--- config.mk ---
export PLATFORM = sky130hd
export DESIGN_NAME = uart_echo_buf
export DESIGN_NICKNAME = d
export VERILOG_FILES = /design/src/rtl/uart_pkg.sv /design/src/rtl/sync_fifo.sv /design/src/rtl/uart_echo_buf.sv
export SDC_FILE = /design/constraint.sdc
export NUM_CORES = 1
export LEC_CHECK = 0
export CAP_MARGIN = 20
export CORE_ASPECT_RATIO = 1.2
export CORE_MARGIN = 3
export CORE_UTILIZATION = 55
export CTS_CLUSTER_SIZE = 8
export DETAILED_ROUTE_END_ITERATION = 12
export PLACE_DENSITY_LB_ADDON = 0.2
export SYNTH_ARGS = -nofsm -noshare
export SYNTH_HDL_FRONTEND = slang
export SYNTH_SLANG_ARGS = --single-unit
--- constraint.sdc ---
create_clock -name clk -period 2.8 [get_ports clk]
set_clock_uncertainty 0.15 [all_clocks]
set_input_delay 0.56 -clock clk [delete_from_list [all_inputs] [get_ports clk]]
set_output_delay 0.56 -clock clk [all_outputs]
set_load 0.005 [all_outputs]
--- src/rtl/uart_pkg.sv ---
// Shared types and helpers for the UART echo path.
// Parity modes, FSM state enums and the parity rule.
package uart_pkg;

  localparam int PAR_NONE = 0;
  localparam int PAR_ODD  = 1;
  localparam int PAR_EVEN = 2;

  typedef enum logic [2:0] {
    RX_IDLE,
    RX_START,
    RX_DATA,
    RX_PARITY,
    RX_STOP
  } rx_state_t;

  typedef enum logic [2:0] {
    TX_IDLE,
    TX_LOAD,
    TX_START,
    TX_DATA,
    TX_PARITY,
    TX_STOP
  } tx_state_t;

  // Bit that makes XOR(data, bit) equal 1 for odd and 0 for even.
  // Unused data bits must be zero.
  function automatic logic parity_bit(
    input logic [7:0] data,
    input int         mode
  );
    return (mode == PAR_ODD) ? ~(^data) : (^data);
  endfunction

endpackage

--- src/rtl/sync_fifo.sv ---
// Synchronous FIFO with registered read data.
// A pop frees a slot for a push in the same cycle.
module sync_fifo #(
  parameter int WIDTH = 8,
  parameter int DEPTH = 4
) (
  input  logic                     clk,
  input  logic                     rst,
  input  logic                     push,
  input  logic [WIDTH-1:0]         din,
  input  logic                     pop,
  output logic [WIDTH-1:0]         dout,
  output logic                     full,
  output logic                     empty,
  output logic [$clog2(DEPTH):0]   level
);

  localparam int AW = $clog2(DEPTH);
  localparam logic [AW:0] FULL_LVL = (AW+1)'(DEPTH);

  logic [WIDTH-1:0] mem [DEPTH];
  logic [AW-1:0]    wr_ptr;
  logic [AW-1:0]    rd_ptr;
  logic             do_push;
  logic             do_pop;

  assign full    = (level == FULL_LVL);
  assign empty   = (level == '0);
  assign do_pop  = pop && !empty;
  assign do_push = push && (!full || do_pop);

  // Storage array; no reset so it can map onto RAM.
  always_ff @(posedge clk) begin
    if (do_push) mem[wr_ptr] <= din;
  end

  // Pointers, occupancy and registered read port.
  always_ff @(posedge clk) begin
    if (rst) begin
      wr_ptr <= '0;
      rd_ptr <= '0;
      level  <= '0;
      dout   <= '0;
    end else begin
      if (do_push) wr_ptr <= wr_ptr + AW'(1);
      if (do_pop) begin
        dout   <= mem[rd_ptr];
        rd_ptr <= rd_ptr + AW'(1);
      end
      if (do_push && !do_pop)
        level <= level + (AW+1)'(1);
      else if (do_pop && !do_push)
        level <= level - (AW+1)'(1);
    end
  end

endmodule

--- src/rtl/uart_echo_buf.sv ---
// UART receive, buffer and retransmit echo path.
// Full duplex: RX and TX FSMs share only the FIFO.
module uart_echo_buf
  import uart_pkg::*;
#(
  parameter int CLK_DIV    = 16,
  parameter int DATA_BITS  = 8,
  parameter int PARITY     = 0,
  parameter int FIFO_DEPTH = 4
) (
  input  logic                          clk,
  input  logic                          rst,
  input  logic                          rx_d,
  input  logic                          tx_hold,
  output logic                          tx,
  output logic                          busy,
  output logic                          frame_err,
  output logic                          parity_err,
  output logic                          overflow,
  output logic [$clog2(FIFO_DEPTH):0]   fifo_level
);

  localparam int CW = $clog2(CLK_DIV);
  localparam int IW = $clog2(DATA_BITS);
  localparam logic [CW-1:0] BIT_LAST  = CW'(CLK_DIV - 1);
  localparam logic [CW-1:0] HALF_LAST = CW'(CLK_DIV / 2 - 1);
  localparam logic [IW-1:0] IDX_LAST  = IW'(DATA_BITS - 1);
  localparam bit            HAS_PAR   = (PARITY != PAR_NONE);

  logic rx_s1, rx_s2, rx_prev;

  rx_state_t            rx_st, rx_st_n;
  logic [CW-1:0]        rx_cnt;
  logic [IW-1:0]        rx_idx;
  logic [DATA_BITS-1:0] rx_shift;
  logic                 rx_pbit;
  logic                 rx_tick;
  logic                 rx_par_ok;
  logic                 rx_push;

  tx_state_t            tx_st, tx_st_n;
  logic [CW-1:0]        tx_cnt;
  logic [IW-1:0]        tx_idx;
  logic [DATA_BITS-1:0] tx_shift;
  logic                 tx_par;
  logic                 tx_tick;
  logic                 tx_pop;

  logic [DATA_BITS-1:0] fifo_dout;
  logic                 fifo_full;
  logic                 fifo_empty;

  // Two-flop synchroniser plus history flop for edge detection.
  always_ff @(posedge clk) begin
    if (rst) begin
      rx_s1   <= 1'b1;
      rx_s2   <= 1'b1;
      rx_prev <= 1'b1;
    end else begin
      rx_s1   <= rx_d;
      rx_s2   <= rx_s1;
      rx_prev <= rx_s2;
    end
  end

  assign rx_tick   = (rx_cnt == '0);
  assign rx_par_ok = !HAS_PAR ||
    (rx_pbit == parity_bit(8'(rx_shift), PARITY));

  // RX state register.
  always_ff @(posedge clk) begin
    if (rst) rx_st <= RX_IDLE;
    else     rx_st <= rx_st_n;
  end

  // RX next state; a high line at mid-start is a glitch.
  always_comb begin
    rx_st_n = rx_st;
    unique case (rx_st)
      RX_IDLE:
        if (rx_prev && !rx_s2) rx_st_n = RX_START;
      RX_START:
        if (rx_tick) rx_st_n = rx_s2 ? RX_IDLE : RX_DATA;
      RX_DATA:
        if (rx_tick && rx_idx == IDX_LAST)
          rx_st_n = HAS_PAR ? RX_PARITY : RX_STOP;
      RX_PARITY:
        if (rx_tick) rx_st_n = RX_STOP;
      RX_STOP:
        if (rx_tick) rx_st_n = RX_IDLE;
      default:
        rx_st_n = RX_IDLE;
    endcase
  end

  // RX bit timer, shifter and end-of-frame verdict.
  always_ff @(posedge clk) begin
    if (rst) begin
      rx_cnt     <= '0;
      rx_idx     <= '0;
      rx_shift   <= '0;
      rx_pbit    <= 1'b0;
      rx_push    <= 1'b0;
      frame_err  <= 1'b0;
      parity_err <= 1'b0;
    end else begin
      rx_push    <= 1'b0;
      frame_err  <= 1'b0;
      parity_err <= 1'b0;
      if (rx_st_n != rx_st)
        rx_cnt <= (rx_st_n == RX_START) ? HALF_LAST : BIT_LAST;
      else if (rx_tick)
        rx_cnt <= BIT_LAST;
      else
        rx_cnt <= rx_cnt - CW'(1);
      if (rx_st == RX_START) rx_idx <= '0;
      if (rx_st == RX_DATA && rx_tick) begin
        rx_shift <= {rx_s2, rx_shift[DATA_BITS-1:1]};
        rx_idx   <= rx_idx + IW'(1);
      end
      if (rx_st == RX_PARITY && rx_tick) rx_pbit <= rx_s2;
      if (rx_st == RX_STOP && rx_tick) begin
        frame_err  <= !rx_s2;
        parity_err <= !rx_par_ok;
        rx_push    <= rx_s2 && rx_par_ok;
      end
    end
  end

  sync_fifo #(
    .WIDTH (DATA_BITS),
    .DEPTH (FIFO_DEPTH)
  ) u_fifo (
    .clk   (clk),
    .rst   (rst),
    .push  (rx_push),
    .din   (rx_shift),
    .pop   (tx_pop),
    .dout  (fifo_dout),
    .full  (fifo_full),
    .empty (fifo_empty),
    .level (fifo_level)
  );

  // Sticky overflow: good byte arrived with no room.
  always_ff @(posedge clk) begin
    if (rst)
      overflow <= 1'b0;
    else if (rx_push && fifo_full && !tx_pop)
      overflow <= 1'b1;
  end

  assign tx_tick = (tx_cnt == '0);
  assign busy    = (tx_st != TX_IDLE) || !fifo_empty;

  // TX state register.
  always_ff @(posedge clk) begin
    if (rst) tx_st <= TX_IDLE;
    else     tx_st <= tx_st_n;
  end

  // TX next state; pop is issued on leaving IDLE.
  always_comb begin
    tx_st_n = tx_st;
    tx_pop  = 1'b0;
    unique case (tx_st)
      TX_IDLE:
        if (!fifo_empty && !tx_hold) begin
          tx_st_n = TX_LOAD;
          tx_pop  = 1'b1;
        end
      TX_LOAD:
        tx_st_n = TX_START;
      TX_START:
        if (tx_tick) tx_st_n = TX_DATA;
      TX_DATA:
        if (tx_tick && tx_idx == IDX_LAST)
          tx_st_n = HAS_PAR ? TX_PARITY : TX_STOP;
      TX_PARITY:
        if (tx_tick) tx_st_n = TX_STOP;
      TX_STOP:
        if (tx_tick) tx_st_n = TX_IDLE;
      default:
        tx_st_n = TX_IDLE;
    endcase
  end

  // TX bit timer and data shifter.
  always_ff @(posedge clk) begin
    if (rst) begin
      tx_cnt   <= '0;
      tx_idx   <= '0;
      tx_shift <= '0;
      tx_par   <= 1'b0;
    end else begin
      if (tx_st_n != tx_st || tx_tick)
        tx_cnt <= BIT_LAST;
      else
        tx_cnt <= tx_cnt - CW'(1);
      if (tx_st == TX_LOAD) begin
        tx_shift <= fifo_dout;
        tx_par   <= parity_bit(8'(fifo_dout), PARITY);
        tx_idx   <= '0;
      end
      if (tx_st == TX_DATA && tx_tick) begin
        tx_shift <= {1'b0, tx_shift[DATA_BITS-1:1]};
        tx_idx   <= tx_idx + IW'(1);
      end
    end
  end

  // Line level decoded from TX state.
  always_comb begin
    tx = 1'b1;
    unique case (tx_st)
      TX_START:  tx = 1'b0;
      TX_DATA:   tx = tx_shift[0];
      TX_PARITY: tx = tx_par;
      default:   tx = 1'b1;
    endcase
  end

endmodule

### Word-level counts from Yosys, hierarchy flattened

Memory sizes are Yosys's and may differ from the RTL's. A register that Yosys moved wholly into a read port is not among the register bits.
Index checks and enable logic that the tools add are counted.
W data, S select, Z words.

* register bits after elaboration: 50
* RAM bits: 32
* input bits: 4
* output and inout port bits: 8
* logic and storage cells: 109
* memories: 1

* $add $sub $neg: 8
* equal/unequal tests: 15
* multiplexer cells: 30
* bitwise gates (word level): 1
* reduce and logical (&&, ||, !) cells: 35

Memory list
* u_fifo.mem: words 4, bits a word 8, read ports 1, clocked after Yosys merged registers in 1, write ports 1, line sync_fifo.sv:21 `logic [WIDTH-1:0] mem [DEPTH];`

Operator list (count)
* $mux W3: 16
* $eq A3 B3 Y1 const B: 6
* $pmux W3 S6: 1
* $mux W4: 4
* $pmux W3 S5: 1
* $mux W7: 2
* $logic_and A1 B1 Y1: 13
* $eq A3 B2 Y1 const B: 4
* $add A3 B1 Y3 const B: 3
* $eq A3 B1 Y1 const B: 3
* $logic_not A3 Y1: 3
* $logic_not A4 Y1: 2
* $reduce_xor A8 Y1: 1
* $sub A4 B1 Y4 const B: 2
* $logic_not A1 Y1: 7
* $ne A3 B3 Y1: 2
* $reduce_bool A2 Y1: 3
* $add A2 B1 Y2 const B: 2
* $mux W1: 4
* $reduce_or A2 Y1: 2
* $logic_or A1 B1 Y1: 3
* $pmux W1 S3: 1
* $reduce_bool A3 Y1: 1
* $sub A3 B1 Y3 const B: 1
* 2 further kinds: 2

### Longest topological paths before layout

* depth after elaboration: 12
* gate-level depth with buffers: 11
* gate-level depth less buffers: 9

### By module

Synthesis repeated with hierarchy kept, for this count alone.

* cells, all modules: 331
* area, all modules: 3860.0 um^2

By module, submodules not included
* uart_echo_buf: instances 1, cells an instance 207, area each 1994.4 um^2, seq. area each 860.8 um^2
* sync_fifo: instances 1, cells an instance 124, area each 1865.5 um^2, seq. area each 1261.2 um^2

### Least setup slack after synthesis

No wires, ideal clock.

* path kind: in2reg
* start point: input tx_hold
* end point: register u_fifo.level[2]
* library setup time: 0.070 ns
* arrival: 2.309 ns
* required time: 2.580 ns
* path slack: 0.270 ns
* cell stages on the path: 9
* path buffers: 1
* cells stage by stage: o41ai_1 o31a_1 buf_4 ha_1 inv_1 fa_1 xor2_1 or3_1 a21oi_1

* word-level cells in the longest chain between the ends: 10
* elaborated cells between the ends (all ways): 13
* classes of those cells: 3 x mux; 10 x reduce/logical

RTL lines
* start: declaration: line uart_echo_buf.sv:14 `input logic tx_hold,`
* $logic_not A1 Y1 (*): line uart_echo_buf.sv:168 `if (!fifo_empty && !tx_hold) begin`
* $logic_and A1 B1 Y1 (*): line uart_echo_buf.sv:168
* $mux W1 (*): line uart_echo_buf.sv:168
* $mux W1 (*): line uart_echo_buf.sv:166 `unique case (tx_st)`
* $logic_and A1 B1 Y1 (*): line sync_fifo.sv:29 `assign do_pop = pop && !empty;`
* $logic_or A1 B1 Y1 (*): line sync_fifo.sv:30 `assign do_push = push && (!full || do_pop);`
* $logic_and A1 B1 Y1 (*): line sync_fifo.sv:30
* via u_fifo.do_push: line sync_fifo.sv:24 `logic do_push;`
* $logic_not A1 Y1: line sync_fifo.sv:52 `else if (do_pop && !do_push)`
* $logic_and A1 B1 Y1: line sync_fifo.sv:52
* $reduce_bool A2 Y1 (no line)
* end signal: assignment: line sync_fifo.sv:51 `level <= level + (AW+1)'(1);`
* end signal: assignment: line sync_fifo.sv:53 `level <= level - (AW+1)'(1);`
* end: declaration: line sync_fifo.sv:15 `output logic [$clog2(DEPTH):0] level`

Mark *: on every way through the listed nets, which the timed path passes. The rest lies on a longest branch.
A chain may end at the register's enable or synchronous reset.

### Final worst setup path

* start point: input tx_hold
* end point: register u_fifo.level[2]

* word-level cells in the longest chain between the ends: 10
* elaborated cells between the ends (all ways): 13
* classes of those cells: 3 x mux; 10 x reduce/logical

RTL lines (line)
* $logic_not A1 Y1 (*): uart_echo_buf.sv:168
* $logic_and A1 B1 Y1 (*): uart_echo_buf.sv:168
* $mux W1 (*): uart_echo_buf.sv:168
* $mux W1 (*): uart_echo_buf.sv:166
* $logic_and A1 B1 Y1 (*): sync_fifo.sv:29
* $logic_or A1 B1 Y1: sync_fifo.sv:30
* $logic_and A1 B1 Y1: sync_fifo.sv:30
* $logic_not A1 Y1: sync_fifo.sv:52
* $logic_and A1 B1 Y1: sync_fifo.sv:52
* $reduce_bool A2 Y1 (no line)

Mark *: on every way between the ends. The rest lies on a longest branch, timed or not.

==> impl_metrics.toml <==
[outcome]
outcome = "completed"

[critical_path]
path_class = "input port to flip-flop"
arrival_ns = 2.81
crit_buf_inv = 2
endpoint_kind = "flip-flop"
critPathMaxStageDelay_ns = 0.44
cp_max_fo = 2
path_delay_family = "compound AO/OA/AOI/OAI gates"
r2r_cells = 8
crit_required_ns = 2.92
crit_slowest_cell = "clkdlybuf4s50_1"
start_kind = "input port"
path_cells = "clkdlybuf4s50_1, o41ai_1, o31a_1, ha_1, inv_1, fa_1, xor2_1, or3_1, a21oi_1"
crit_cells = 9

[yosys]
synth_seq_area_share_pct = 55.5
yosys-mux-area-fraction_pct = 10.7
synth_flop_cell = "dfxtp_1"
ys_ff_latch = 90
synth_area_leaders = "dfxtp_1, edfxtp_1, mux2i_1"
ys_types = 50
synth_edf_count = 32
synth-adder-area-share_pct = 4.12
synth.top_cell.area_share_pct = 30.4
synth-compound-area-share_pct = 6.74
synth_area_per_cell_um2 = 11.5
synth_top_area_cell = "dfxtp_1"
async_reset_ff_share_pct = 0
synth_top_family_by_area = "simple AND/OR/NAND/NOR gates"
yosys_warnings = 0
synth_xor_area_share_pct = 3.67
netlist_instances = 331
syn_nets = 347
synth-simple-area-share_pct = 15.2
synthesis.area_um2 = 3820

[final_layout]
diodes = 0
nFillCells = 544
fin_cells = 429
fin_area_um2 = 4170
layout.nets = 355
layout-drive-gt1-share_pct = 13.7
synthToLayoutAreaGrowth_pct = 9.00

[clocking]
post_cts_buffers = 0
cts_tree = "built"
cts.sinks = 90
cts_buffer_depth = 2
clkLatencyLatePin_ns = 0.35
numCtsBuffers = 9
ctsHtreeMaxLevel = 3
root_buffer = "clkbuf_8"
cts.reportedPaths.clkPinSlew_ns = 0.10
hold_buffers = 0
cts_resized = 0

[timing]
hold_viol_final = 0
rsz0062_at_grt = "false"
fmax_mhz = 372
worst_slew_pin_slew_ns = 0.687
setup_viol = 0
slew_viol_final = 0
relSlewSlack_pct = 54.1
period_needed_ns = 2.69
period_share_pct = 96.1

[die]
fp-row-count = 32
initial_utilization_pct = 58.2
die_w_um = 82.1
ioPinCount = 12
dieArea_um2 = 7990
coreArea_um2 = 6570
die_h_um = 97.3

[route]
drtAntennaViolNets = 0
dr.pass1.iters = 4
drc = 0
via_per_inst = 5.47
routed_wl_um = 6030
via_count = 2348
drt_iter0_markers = 68
routedWlPerCell_um = 14.1

[power]
p_per_area_nw_per_um2 = 712
ir_drop_mv = 0.341
p_leak_uw = 0.00155

[placement]
placedInstanceArea_um2 = 3970
gp_congestion = 0.728
hpwlAfterDp_um = 4200
port_buffers = 10
place_inst = 413

[global_routing]
grt_usage_pct = 17.1
grt_pass1_vias = 2339
antenna_found_initial = 0
grt_max_degree = 58
overflow = 0
grt_pass1_wl_um = 10600

[hold_path]
hold_depth = 1
hp-class = "flip-flop to flip-flop"

[job]
max-cap-violations = 0
[layout make-up]
| type | instances | area, um2 | area share [%] |
|---|---|---|---|
| Sequential cell | 90 | 2120 | 50.9 |
| Clock buffer | 9 | 124 | 2.97 |
| Timing Repair Buffer | 18 | 155 | 3.72 |
| Multi-Input combinational cell | 210 | 1550 | 37.2 |
| Tap cell | 85 | 106 | 2.55 |
| Clock inverter | 7 | 72.6 | 1.74 |
| Inverter | 10 | 37.5 | 0.901 |
[metrics by stage]
stage	util (%)	hold WS (ns)	TNS (ns)	setup WS, ns	power, uW
after floorplan	-	0.239	0	0.270	2010
after global placement	60.5	0.243	-0.137	-0.137	2130
after detailed placement	60.5	0.247	-0.232	-0.232	2150
after CTS	63.5	0.273	0	0.119	2990
after global routing	63.5	0.282	0	0.00864	3150
final	63.5	0.269	0	0.108	2970
[synthesized netlist by cell type, types with 2 or more instances]
master    count
o31ai_1       2
nor2b_1       3
buf_6         3
xnor2_1      13
nor3b_1       3
o21ai_0       4
xor2_1        3
nand2_1      22
a21oi_1      11
nand3b_1      2
nand2b_1      3
or2_2         3
nor2_1       43
nand3_1       4
buf_2         4
ha_1         11
inv_1        10
buf_4         2
a31oi_1       6
and2_1        6
dfxtp_1      58
or4b_2        2
mux2i_1      23
nor3b_2       2
mux4_2        8
edfxtp_1     32
nor3_1        8
or3b_2        2
a311oi_1      7
clkbuf_1     11
[logic make-up (layout without fill, tap and decap cells)]
group / after synthesis / in the layout
AND/OR/NAND/NOR: 112 / 112
multiplexers: 31 / 31
other: 1 / 1
XOR/XNOR: 16 / 16
buffers and inverters: 31 / 44
flip-flops: 90 / 90
AO/OA/AOI/OAI: 38 / 38
adder cells (fa/ha/maj): 12 / 12
[power breakdown]
part           switching (uW)  internal, uW
sequential                110          1430
clock                     494           348
combinational             273           311
total                     876          2090
[placed cells by master (no fill, tap or decap), types with 2 or more instances in the layout]
master,count
or3b_2,2
buf_4,8
nand3b_1,2
and2_1,6
edfxtp_1,32
nor2b_1,3
clkbuf_8,9
xor2_1,3
a311oi_1,7
nand2_1,22
clkinv_4,2
inv_1,10
o21ai_0,4
nand3_1,4
nor3_1,8
ha_1,11
clkdlybuf4s50_1,9
inv_8,2
a21oi_1,11
o31ai_1,2
nand2b_1,3
xnor2_1,13
mux4_2,8
nor2_1,43
mux2i_1,23
a31oi_1,6
nor3b_2,2
nor3b_1,3
dfxtp_1,58
or2_2,3
or4b_2,2
[path summary, 6_finish.rpt]
kind | slack, ns | start | endpoint
worst max-delay path | 0.11 | tx_hold | u_fifo.level[2]$_SDFFE_PP0P_
worst min-delay path | 0.27 | rx_s1$_SDFF_PP1_ | rx_s2$_SDFF_PP1_
worst max register to register | 0.24 | tx_st[1]$_SDFF_PP0_ | u_fifo.level[2]$_SDFFE_PP0P_
worst min register to register | 0.27 | rx_s1$_SDFF_PP1_ | rx_s2$_SDFF_PP1_
[routing by layer]
metal  GRT usage (%)  vias to the layer above  wire length (um)
met2            27.3                       18              3050
met4            8.31                        0               102
met5               0                        -                 0
met1            21.9                     1136              2770
met3            3.06                        9               105
li1                -                     1185                 -
[registers in the layout (all words and copies together) (netlist names), 2 cells and up]
name	flops
u_fifo.rd_ptr	2
tx_st	3
rx_cnt	4
u_fifo.mem	32
tx_idx	3
u_fifo.level	3
tx_cnt	4
rx_shift	8
rx_st	3
tx_shift	8
u_fifo.dout	8
rx_idx	3
u_fifo.wr_ptr	2
Power figures use the tool's default switching activity.
